**src/rtl/ras_stack.sv**
```systemverilog
// rtl/ras_stack.sv - circular return-address stack with snapshot/restore for branch prediction
module ras_stack #(
  parameter int DEPTH  = 8,
  parameter int ADDR_W = 32,
  localparam int PTR_W = $clog2(DEPTH)
) (
  input  logic              clk,
  input  logic              reset,
  input  logic              flush,
  input  logic              push_valid,
  input  logic [ADDR_W-1:0] push_addr,
  input  logic              pop_valid,
  input  logic              restore_valid,
  input  logic [PTR_W-1:0]  restore_ptr,
  input  logic [PTR_W:0]    restore_cnt,
  input  logic [ADDR_W-1:0] restore_data,
  output logic              top_valid,
  output logic [ADDR_W-1:0] top_addr,
  output logic [PTR_W-1:0]  ckpt_ptr,
  output logic [PTR_W:0]    ckpt_cnt,
  output logic              overflow,
  output logic              underflow
);

  localparam logic [PTR_W:0] FULL_CNT = (PTR_W+1)'(DEPTH);

  logic [ADDR_W-1:0] mem_q [DEPTH];
  logic [PTR_W-1:0]  tos_q, tos_d;
  logic [PTR_W:0]    cnt_q, cnt_d;
  logic              ovf_q, ovf_d;
  logic              unf_q, unf_d;
  logic              wr_en;
  logic [PTR_W-1:0]  wr_idx;
  logic [ADDR_W-1:0] wr_data;

  // Priority chain: flush beats restore beats push/pop; losers leave no trace.
  always_comb begin
    tos_d   = tos_q;
    cnt_d   = cnt_q;
    ovf_d   = 1'b0;
    unf_d   = 1'b0;
    wr_en   = 1'b0;
    wr_idx  = tos_q;
    wr_data = push_addr;
    if (flush) begin
      tos_d = '0;
      cnt_d = '0;
    end else if (restore_valid) begin
      tos_d   = restore_ptr;
      cnt_d   = (restore_cnt > FULL_CNT) ? FULL_CNT : restore_cnt;
      wr_en   = 1'b1;
      wr_idx  = restore_ptr;
      wr_data = restore_data;
    end else if (push_valid && pop_valid) begin
      // Return-then-call replaces the top in place.
      wr_en = 1'b1;
      cnt_d = (cnt_q == '0) ? (PTR_W+1)'(1) : cnt_q;
    end else if (push_valid) begin
      tos_d  = tos_q + 1'b1;
      wr_en  = 1'b1;
      wr_idx = tos_q + 1'b1;
      if (cnt_q == FULL_CNT) ovf_d = 1'b1;
      else                   cnt_d = cnt_q + 1'b1;
    end else if (pop_valid) begin
      if (cnt_q != '0) begin
        tos_d = tos_q - 1'b1;
        cnt_d = cnt_q - 1'b1;
      end else begin
        unf_d = 1'b1;
      end
    end
  end

  always_ff @(posedge clk) begin
    if (reset) begin
      tos_q <= '0;
      cnt_q <= '0;
      ovf_q <= 1'b0;
      unf_q <= 1'b0;
      for (int i = 0; i < DEPTH; i++) mem_q[i] <= '0;
    end else begin
      tos_q <= tos_d;
      cnt_q <= cnt_d;
      ovf_q <= ovf_d;
      unf_q <= unf_d;
      if (wr_en) mem_q[wr_idx] <= wr_data;
    end
  end

  assign top_valid = (cnt_q != '0);
  assign top_addr  = mem_q[tos_q];
  assign ckpt_ptr  = tos_q;
  assign ckpt_cnt  = cnt_q;
  assign overflow  = ovf_q;
  assign underflow = unf_q;

endmodule

```
**config.mk**
```make
export PLATFORM = sky130hd
export DESIGN_NAME = ras_stack
export DESIGN_NICKNAME = d
export VERILOG_FILES = /design/src/rtl/ras_stack.sv
export SDC_FILE = /design/constraint.sdc
export NUM_CORES = 1
export LEC_CHECK = 0
export CAP_MARGIN = 20
export CORE_ASPECT_RATIO = 0.75
export CORE_MARGIN = 10
export CORE_UTILIZATION = 51
export CTS_CLUSTER_SIZE = 16
export DETAILED_ROUTE_END_ITERATION = 16
export PLACE_DENSITY_LB_ADDON = 0.05
export SETUP_SLACK_MARGIN = 0.2
export SYNTH_ARGS = -nofsm -noshare
export SYNTH_HDL_FRONTEND = slang
export SYNTH_SLANG_ARGS = --single-unit
export TNS_END_PERCENT = 5
```
**constraint.sdc**
```tcl
create_clock -name clk -period 4 [get_ports clk]
set_clock_uncertainty 0.2 [all_clocks]
set_input_delay 0.8 -clock clk [delete_from_list [all_inputs] [get_ports clk]]
set_output_delay 0.8 -clock clk [all_outputs]
set_load 0.05 [all_outputs]
```
After elaboration in Yosys (flattened, before gate mapping)
Memory sizes are Yosys's and may differ from the RTL's. A register that Yosys moved wholly into a read port is not among the register bits.
Index checks and enable logic that the tools add are counted.
Widths: inputs -> output; s select.
Word-level totals
  bits in writable memories: 256
  register bits: 9
  output and inout port bits: 42
  memories: 1
Cells by class
  eq/ne operators: 4
  magnitude comparators: 1
  bitwise gates (word level): 2
  multiplexer cells: 35
  add/sub/neg operators: 4
  reduce and logical (&&, ||, !) cells: 13
Memory list
  mem_q: depth 8, bits a word 32, rd ports 1, clocked after memory_dff 1, write ports 8, line 27  | logic [ADDR_W-1:0] mem_q [DEPTH];
Operators by type and width (count)
  $mux 32: 3
  $mux 3: 12
  $mux 4: 8
  $reduce_or 32->1: 1
  $mux 1: 12
  $reduce_bool 4->1: 3
  $reduce_bool 3->1: 2
  $reduce_or 6->1: 1
  $reduce_or 5->1: 1
  $add 4x1->4 const B: 1
  $eq 4x4->1 const B: 1
  $gt 4x4->1 const B: 1
  $logic_not 4->1: 1
  $ne 4x4->1 const B: 1
  $reduce_and 4->1: 1
  $sub 4x1->4 const B: 1
  $add 3x1->3 const B: 1
  $ne 3x2->1 const B: 1
  $reduce_and 3->1: 1
  $sub 3x1->3 const B: 1
  $ne 2x2->1 const B: 1
  $not 1->1: 2
  $reduce_or 2->1: 1
  $logic_and 1x1->1: 1

Depth between registers and ports, before layout
Gate-level depths: netlist (run 1).
  depth after elaboration: 9
  mapped depth: 9
  depth with buffers taken out: 7

Worst setup path after synthesis (run 1)
OpenSTA, ideal clock, no wires.
  path type: input-to-reg
  start: in reset
  end: mem mem_q[6][0], enable pin
  stages on the path: 8
  required time: 3.406 ns
  arrival time: 2.877 ns
  setup slack: 0.529 ns
  setup time: 0.394 ns
  path through: clkbuf_1 > or2_1 > buf_6 > a21oi_4 > o211a_4 > or3b_1 > buf_6 > nand2b_1
RTL lines
  from (decl): line 8  | input logic reset,
  to (decl): line 27

==> results of run 1 <==
==> metal layers <==
| layer | track usage, % | up-vias | wire, um |
|---|---|---|---|
| met1 | 27.5 | 3702 | 12500 |
| li1 | - | 3278 | - |
| met2 | 29.8 | 339 | 13400 |
| met4 | 4.00 | 0 | 464 |
| met3 | 4.77 | 38 | 2840 |
| met5 | 0 | - | 0 |
==> placed cells by master, fill, tap and decap left out, types with 8 or more instances in the layout <==
cell,count
sky130_fd_sc_hd__nor2_1,255
sky130_fd_sc_hd__nand2_1,11
sky130_fd_sc_hd__clkinv_1,8
sky130_fd_sc_hd__o21ai_0,8
sky130_fd_sc_hd__dlygate4sd2_1,26
sky130_fd_sc_hd__clkbuf_16,29
sky130_fd_sc_hd__nand2b_2,8
sky130_fd_sc_hd__buf_12,10
sky130_fd_sc_hd__clkdlybuf4s50_1,90
sky130_fd_sc_hd__dfxtp_1,9
sky130_fd_sc_hd__mux2_2,32
sky130_fd_sc_hd__inv_1,8
sky130_fd_sc_hd__buf_4,37
sky130_fd_sc_hd__mux2i_1,32
sky130_fd_sc_hd__edfxtp_1,256
sky130_fd_sc_hd__nor2_2,10
sky130_fd_sc_hd__mux4_2,65
==> flip-flops by register name, indices dropped and copies added, names as in the netlist, named ones only <==
name / cells
ckpt_cnt: 4
mem_q: 256
ckpt_ptr: 3
overflow: 1
underflow: 1
==> logic make-up (layout without fill, tap and decap cells) <==
| family | count (synthesis) | in the layout | share of synthesized area, % |
|---|---|---|---|
| simple gates | 306 | 306 | 10.4 |
| mux | 129 | 129 | 17.9 |
| buf+inv | 61 | 224 | 2.41 |
| fa+ha+maj | 5 | 5 | 0.586 |
| compound gates | 34 | 34 | 2.04 |
| xor+xnor | 4 | 4 | 0.293 |
| flops | 268 | 268 | 66.3 |
==> per-stage QoR <==
stage          setup slack (ps)  hold slack [ps]  total power [uW]  area (um2)  std cells
2_1_floorplan               529              556              3840       12000        807
3_3_place_gp                419              382              4170       13700       1214
3_5_place_dp                379              363              4190       13700       1214
4_1_cts                     222              411              6730       14600       1266
5_1_grt                     301              455              6910       14600       1270
6_report                    362              400              6690       14600       1270
==> final cells by class <==
type	instances	area [um2]	share of cell area, %
multi-input cells	478	3770	25.8
clock inverters	20	176	1.21
repair buffers	163	1610	11.0
flip-flops and latches	268	7940	54.2
well taps	300	375	2.56
clock buffers	32	737	5.03
inverters	9	33.8	0.231
==> worst min-delay path: cells and delay by family (launching register included) <==
family / cells / cell delay (ps)
buffers and inverters: 1 / 100
AOI/OAI and AO/OA: 1 / 90
DFF: 1 / 370
==> final timing paths <==
check / end / slack, ps / depth (start not counted)
max reg2reg: mem_q[6][25] / 1130 / 8
max: top_addr[28] / 360 / 4
min reg2reg: register / 400 / 2
min: register / 400 / 2
==> report_power, final <==
group | internal, uW | switching (uW)
clock network | 1510 | 1070
registers | 3200 | 45.0
logic | 345 | 514
==> Yosys cell counts (2+ instances only) <==
cell type / instances
sky130_fd_sc_hd__inv_1: 8
sky130_fd_sc_hd__o21a_1: 2
sky130_fd_sc_hd__and3_1: 2
sky130_fd_sc_hd__edfxtp_1: 256
sky130_fd_sc_hd__nand2_1: 11
sky130_fd_sc_hd__mux4_2: 65
sky130_fd_sc_hd__xor2_1: 2
sky130_fd_sc_hd__clkbuf_1: 34
sky130_fd_sc_hd__ha_1: 4
sky130_fd_sc_hd__a21o_1: 2
sky130_fd_sc_hd__xnor2_1: 2
sky130_fd_sc_hd__nand2b_1: 9
sky130_fd_sc_hd__a2bb2oi_1: 3
sky130_fd_sc_hd__dfxtp_1: 12
sky130_fd_sc_hd__nor3_1: 5
sky130_fd_sc_hd__nor2_2: 10
sky130_fd_sc_hd__buf_6: 6
sky130_fd_sc_hd__nor2_1: 256
sky130_fd_sc_hd__nand3_1: 2
sky130_fd_sc_hd__o22ai_1: 2
sky130_fd_sc_hd__buf_2: 11
sky130_fd_sc_hd__mux2_2: 32
sky130_fd_sc_hd__o21ai_0: 8
sky130_fd_sc_hd__o31a_1: 2
sky130_fd_sc_hd__nor2b_1: 2
sky130_fd_sc_hd__mux2i_1: 32
sky130_fd_sc_hd__nand4_1: 4
sky130_fd_sc_hd__a21oi_1: 7
==> repair_timing <==
action / in CTS / in global routing
setup endpoints to repair: 27 / 14
buffers inserted: 0 / 4
cloned: 0 / 0
gates resized for setup: 27 / 0
pin swaps: 0 / 0
==> flow_metrics.env, run 1 <==
export IMPL_dieHeight_um=153
export IMPL_firstDrtPassIters=5
export IMPL_cts_made_buffers=28
export IMPL_finalWirelength_um=29200
export IMPL_cts_hold_buffers_added=0
export IMPL_critical_path_slowest_cell="sky130_fd_sc_hd__clkdlybuf4s50_1"
export IMPL_die_w_um=197
export IMPL_maxClockFrequency_mhz=275
export IMPL_place_detailed_hpwl_um=17700
export IMPL_syn_avg_cell_area_um2=14.8
export IMPL_yosysSeqAreaShare_pct=66.3
export IMPL_filler_cell_count=1734
export IMPL_setup_worst_path_start_class="register"
export IMPL_yosys_warnings=0
export IMPL_clk_path_buf_depth=3
export IMPL_postSynthCellCount=807
export IMPL_maximum_number_of_pins_on_one_net_before_global_route_repair=33
export IMPL_clk_insertion_delay_late_ps=540
export IMPL_power_ir_vdd_worst_mv=0.343
export IMPL_global_routing_usage_summed_across_all_routing_layers_pct=19.4
export IMPL_post_route_min_period_ps=3640
export IMPL_postSynthRegisterBits=268
export IMPL_critical_path_peak_fanout=21
export IMPL_grt_ovfl_total=0
export IMPL_first_global_vias=7667
export IMPL_timing_max_transition_violations_final=0
export IMPL_mappedNetlistNets=889
export IMPL_post_route_cells_drive_above_1_share_pct=22.0
export IMPL_routabilityCongestion=0.797
export IMPL_slew_headroom_pct=46.8
export IMPL_critical_path_required_ps=3000
export IMPL_asyncSetResetFlopFracSynth_pct=0
export IMPL_synth_area_um2=12000
export IMPL_antenna_cells_inserted=0
export IMPL_final_hold_violation_count=0
export IMPL_initial_core_util_pct=52.0
export IMPL_setup_worst_path_end_class="output pin"
export IMPL_synth_edf_count=256
export IMPL_route_vias_total=7357
export IMPL_num_io_pins=119
export IMPL_detailedRoute_firstIterationViolations=716
export IMPL_worst_slew_pin_slew_ps=776
export IMPL_routed_via_density=5.79
export IMPL_origin_of_the_critical_flop_to_flop_path="ckpt_ptr[0]"
export IMPL_htree_num_levels=1
export IMPL_worstPathArrival_ps=2640
export IMPL_power_density_nw_per_um2=457
export IMPL_worst_path_largest_cell_delay_ps=710
export IMPL_cts_clk_slew_worst_paths_ps=60
export IMPL_hold_path_class="reg -> reg"
export IMPL_synth_top_cell_area_share_pct=64.3
export IMPL_crit_buf_inv=2
export IMPL_area_delta_synth_final_pct=22.5
export IMPL_cts_num_sinks=268
export IMPL_synth_cell_types=44
export IMPL_layout_core_utilization_pct=63.6
export IMPL_postSynth_topFlopCell="sky130_fd_sc_hd__edfxtp_1"
export IMPL_cellLeakagePower_uw=0.00523
export IMPL_max_cap_violations=0
export IMPL_synth_top_cells_by_area="sky130_fd_sc_hd__edfxtp_1 64%, sky130_fd_sc_hd__mux4_2 12%, sky130_fd_sc_hd__nor2_1 8.0%"
export IMPL_holdCritStartpoint="ckpt_ptr[1]"
export IMPL_drc=0
export IMPL_post_synth_top_area_cell="sky130_fd_sc_hd__edfxtp_1"
export IMPL_cp_cell_sequence="buf_12 > mux4_2 > mux2_2 > clkdlybuf4s50_1"
export IMPL_core_region_area_um2=23000
export IMPL_design_die_area_um2=30000
export IMPL_final_period_utilization_pct=90.9
export IMPL_rsz0062_at_grt="no"
export IMPL_grt_antenna_before_repair=0
export IMPL_crit_family="buffers and inverters"
export IMPL_routed_wirelength_normalized_by_instance_count_um=23.0
export IMPL_num_rows=48
export IMPL_setup_violations_final=0
export IMPL_place_port_buffers=118
export IMPL_cts_tree="done"
export IMPL_grt_first_pass_wirelength_um=45400
export IMPL_status="finished clean"
export IMPL_crit_type="reg -> out"
export IMPL_count_of_nets_after_finishing=1030
export IMPL_cts_root_buffer="sky130_fd_sc_hd__clkbuf_16"
export IMPL_setup_total_negative_slack_ps=0
export IMPL_drtAntennaViolNets=0
No activity file was read; power rests on OpenSTA's default activity.
==> run 2, diff against run 1 <==
--- a/config.mk
+++ b/config.mk
@@ -6,13 +6,15 @@
 export NUM_CORES = 1
 export LEC_CHECK = 0
 export CAP_MARGIN = 20
-export CORE_ASPECT_RATIO = 0.75
+export CORE_ASPECT_RATIO = 1.75
 export CORE_MARGIN = 10
 export CORE_UTILIZATION = 51
 export CTS_CLUSTER_SIZE = 16
 export DETAILED_ROUTE_END_ITERATION = 16
+export GPL_ROUTABILITY_DRIVEN = 1
 export PLACE_DENSITY_LB_ADDON = 0.05
 export SETUP_SLACK_MARGIN = 0.2
+export SKIP_LAST_GASP = 1
 export SYNTH_ARGS = -nofsm -noshare
 export SYNTH_HDL_FRONTEND = slang
 export SYNTH_SLANG_ARGS = --single-unit
==> run 2 against run 1 <==
Worst hold slack improved by 16 ps. Worst setup slack got worse by 320 ps. Global-route usage increased by 0.22 points. Non-clock buffer count decreased by 5. Critical endpoint is now top_addr[3]. Design area decreased by 1.1%. Critical path depth unchanged. Combinational power increased by 2%. Sequential share of layout area increased by 0.57 points. Flip-flop and latch count unchanged.
==> flow_metrics.env, run 2 (synthesized netlist as in run 1, its figures left out) <==
export IMPL_cts_clk_slew_worst_paths_ps=60
export IMPL_setup_violations_final=0
export IMPL_hold_path_class="reg -> reg"
export IMPL_registers_top_by_ff_count="mem_q"
export IMPL_finalWirelength_um=29300
export IMPL_num_io_pins=119
export IMPL_routabilityCongestion=0.856
export IMPL_max_cap_violations=0
export IMPL_critical_path_peak_fanout=23
export IMPL_place_port_buffers=118
export IMPL_detailedRoute_firstIterationViolations=578
export IMPL_min_to="overflow"
export IMPL_htree_num_levels=1
export IMPL_setup_slack_ps=38.9
export IMPL_cts_made_buffers=25
export IMPL_largest_register_ff_count=256
export IMPL_post_route_cells_drive_above_1_share_pct=20.7
export IMPL_crit_type="reg -> out"
export IMPL_place_inst=1217
export IMPL_slew_headroom_pct=45.5
export IMPL_number_of_cells_traversed_by_the_worst_hold_path=2
export IMPL_power_ir_vdd_worst_mv=0.399
export IMPL_power_density_nw_per_um2=441
export IMPL_routed_via_density=5.76
export IMPL_grt_first_pass_wirelength_um=45600
export IMPL_ff2ff_path_depth=8
export IMPL_first_global_vias=7880
export IMPL_drc=0
export IMPL_area_delta_synth_final_pct=21.2
export IMPL_regToRegSetupSlack_ps=1100
export IMPL_grt_ovfl_total=0
export IMPL_r2r_end="mem_q[6][18]"
export IMPL_num_rows=74
export IMPL_core_region_area_um2=23200
export IMPL_critical_path_required_ps=3000
export IMPL_register_area_um2=7930
export IMPL_timing_max_transition_violations_final=0
export IMPL_cp_cell_sequence="buf_12 > mux4_2 > mux2_2 > clkdlybuf4s50_1"
export IMPL_final_hold_violation_count=0
export IMPL_maxClockFrequency_mhz=252
export IMPL_setup_worst_path_start_class="register"
export IMPL_critical_path_slowest_cell="sky130_fd_sc_hd__clkdlybuf4s50_1"
export IMPL_die_w_um=136
export IMPL_setup_worst_path_end_class="output pin"
export IMPL_cts_hold_buffers_added=0
export IMPL_clk_insertion_delay_late_ps=520
export IMPL_route_vias_total=7265
export IMPL_placed_area_um2=13700
export IMPL_post_route_min_period_ps=3960
export IMPL_worstPathArrival_ps=2960
export IMPL_filler_cell_count=1786
export IMPL_clk_path_buf_depth=3
export IMPL_design_die_area_um2=30200
export IMPL_initial_core_util_pct=51.4
export IMPL_placement_setup_worst_slack_ps=351
export IMPL_cellLeakagePower_uw=0.00508
export IMPL_worst_path_largest_cell_delay_ps=710
export IMPL_firstDrtPassIters=5
export IMPL_dieHeight_um=223
export IMPL_worst_slew_pin_slew_ps=795
export IMPL_global_routing_usage_summed_across_all_routing_layers_pct=19.6
export IMPL_most_common_layout_cells="256 x sky130_fd_sc_hd__edfxtp_1, 255 x sky130_fd_sc_hd__nor2_1, 115 x sky130_fd_sc_hd__clkdlybuf4s50_1"
export IMPL_cts_num_sinks=268
export IMPL_drtAntennaViolNets=0
export IMPL_multi_input_logic_area_um2=3770
export IMPL_final_cell_count_without_fillers=1262
export IMPL_rsz0062_at_grt="yes"
export IMPL_antenna_cells_inserted=0
export IMPL_cts_tree="done"
export IMPL_place_detailed_hpwl_um=18300
export IMPL_final_period_utilization_pct=99.0
export IMPL_grt_antenna_before_repair=0
export IMPL_holdCritStartpoint="ckpt_cnt[3]"
export IMPL_final_common_cell="sky130_fd_sc_hd__edfxtp_1"
export IMPL_layout_core_utilization_pct=62.3
export IMPL_post_route_cell_area_um2=14500
export IMPL_status="finished clean"
export IMPL_cts_root_buffer="sky130_fd_sc_hd__clkbuf_16"
export IMPL_count_of_nets_after_finishing=1022
export IMPL_maximum_number_of_pins_on_one_net_before_global_route_repair=65
export IMPL_routed_wirelength_normalized_by_instance_count_um=23.3
export IMPL_origin_of_the_critical_flop_to_flop_path="ckpt_ptr[0]"
run 2: changes by cell type in the layout (fill, tap and decap cells not counted):
cell and change:
sky130_fd_sc_hd__inv_6 -1, sky130_fd_sc_hd__bufinv_16 -1, sky130_fd_sc_hd__buf_4 -5, sky130_fd_sc_hd__dfxtp_2 +1, sky130_fd_sc_hd__clkbuf_1 +1, sky130_fd_sc_hd__clkinv_2 -3
sky130_fd_sc_hd__clkinv_1 +1, sky130_fd_sc_hd__clkbuf_16 -4, sky130_fd_sc_hd__clkdlybuf4s50_1 +25, sky130_fd_sc_hd__dfxtp_4 -1, sky130_fd_sc_hd__dlymetal6s2s_1 +1, sky130_fd_sc_hd__buf_12 -1
sky130_fd_sc_hd__dlygate4sd2_1 -25
run 2: critical path, delay by kind of cell, from the launching register on:
family,cells,cell delay (ps)
flip-flops,1,590
buffers and inverters,2,990
multiplexers,2,840
run 2: routing by layer:
metal / track usage (%) / share of wire, % / vias up
met5: 0 / 0 / -
met4: 5.89 / 2.2 / 0
met3: 2.69 / 5.4 / 44
met2: 35.9 / 55 / 230
met1: 22.9 / 37 / 3740
li1: - / - / 3251
run 2: worst max path at each step:
stage                               to  slack (ps)  cells after the start
after floorplan            mem_q[6][0]         530                      8
after global placement    mem_q[6][14]         420                      7
after detailed placement  mem_q[6][14]         350                      7
after CTS                  top_addr[1]         -30                      4
after global routing       top_addr[3]         -90                      4
final                      top_addr[3]          40                      4
run 2: final cells by class:
cell class | instances | share of cell area [%]
Tap cell | 304 | 2.63
Sequential cell | 268 | 54.8
Inverter | 9 | 0.233
Multi-Input combinational cell | 478 | 26.1
Timing Repair Buffer | 158 | 11.0
Clock buffer | 29 | 4.42
Clock inverter | 16 | 0.873
run 2: repair_timing:
item,CTS,global route
pin swaps,0,0
gates resized for setup,1,1
hold endpoints to repair,0,0
endpoints found under the setup margin,28,28
setup buffers,0,0
run 2: power breakdown:
part,internal (uW),switching [uW]
logic,364,511
registers,3200,47.3
clock network,1270,996
run 2: through the flow:
stage	hold WS [ps]	setup TNS, ps	total power (uW)
6_report	417	0	6390
5_1_grt	418	-1260	6590
4_1_cts	396	-138	6450
3_5_place_dp	384	0	4200
3_3_place_gp	390	0	4180
2_1_floorplan	556	0	3840
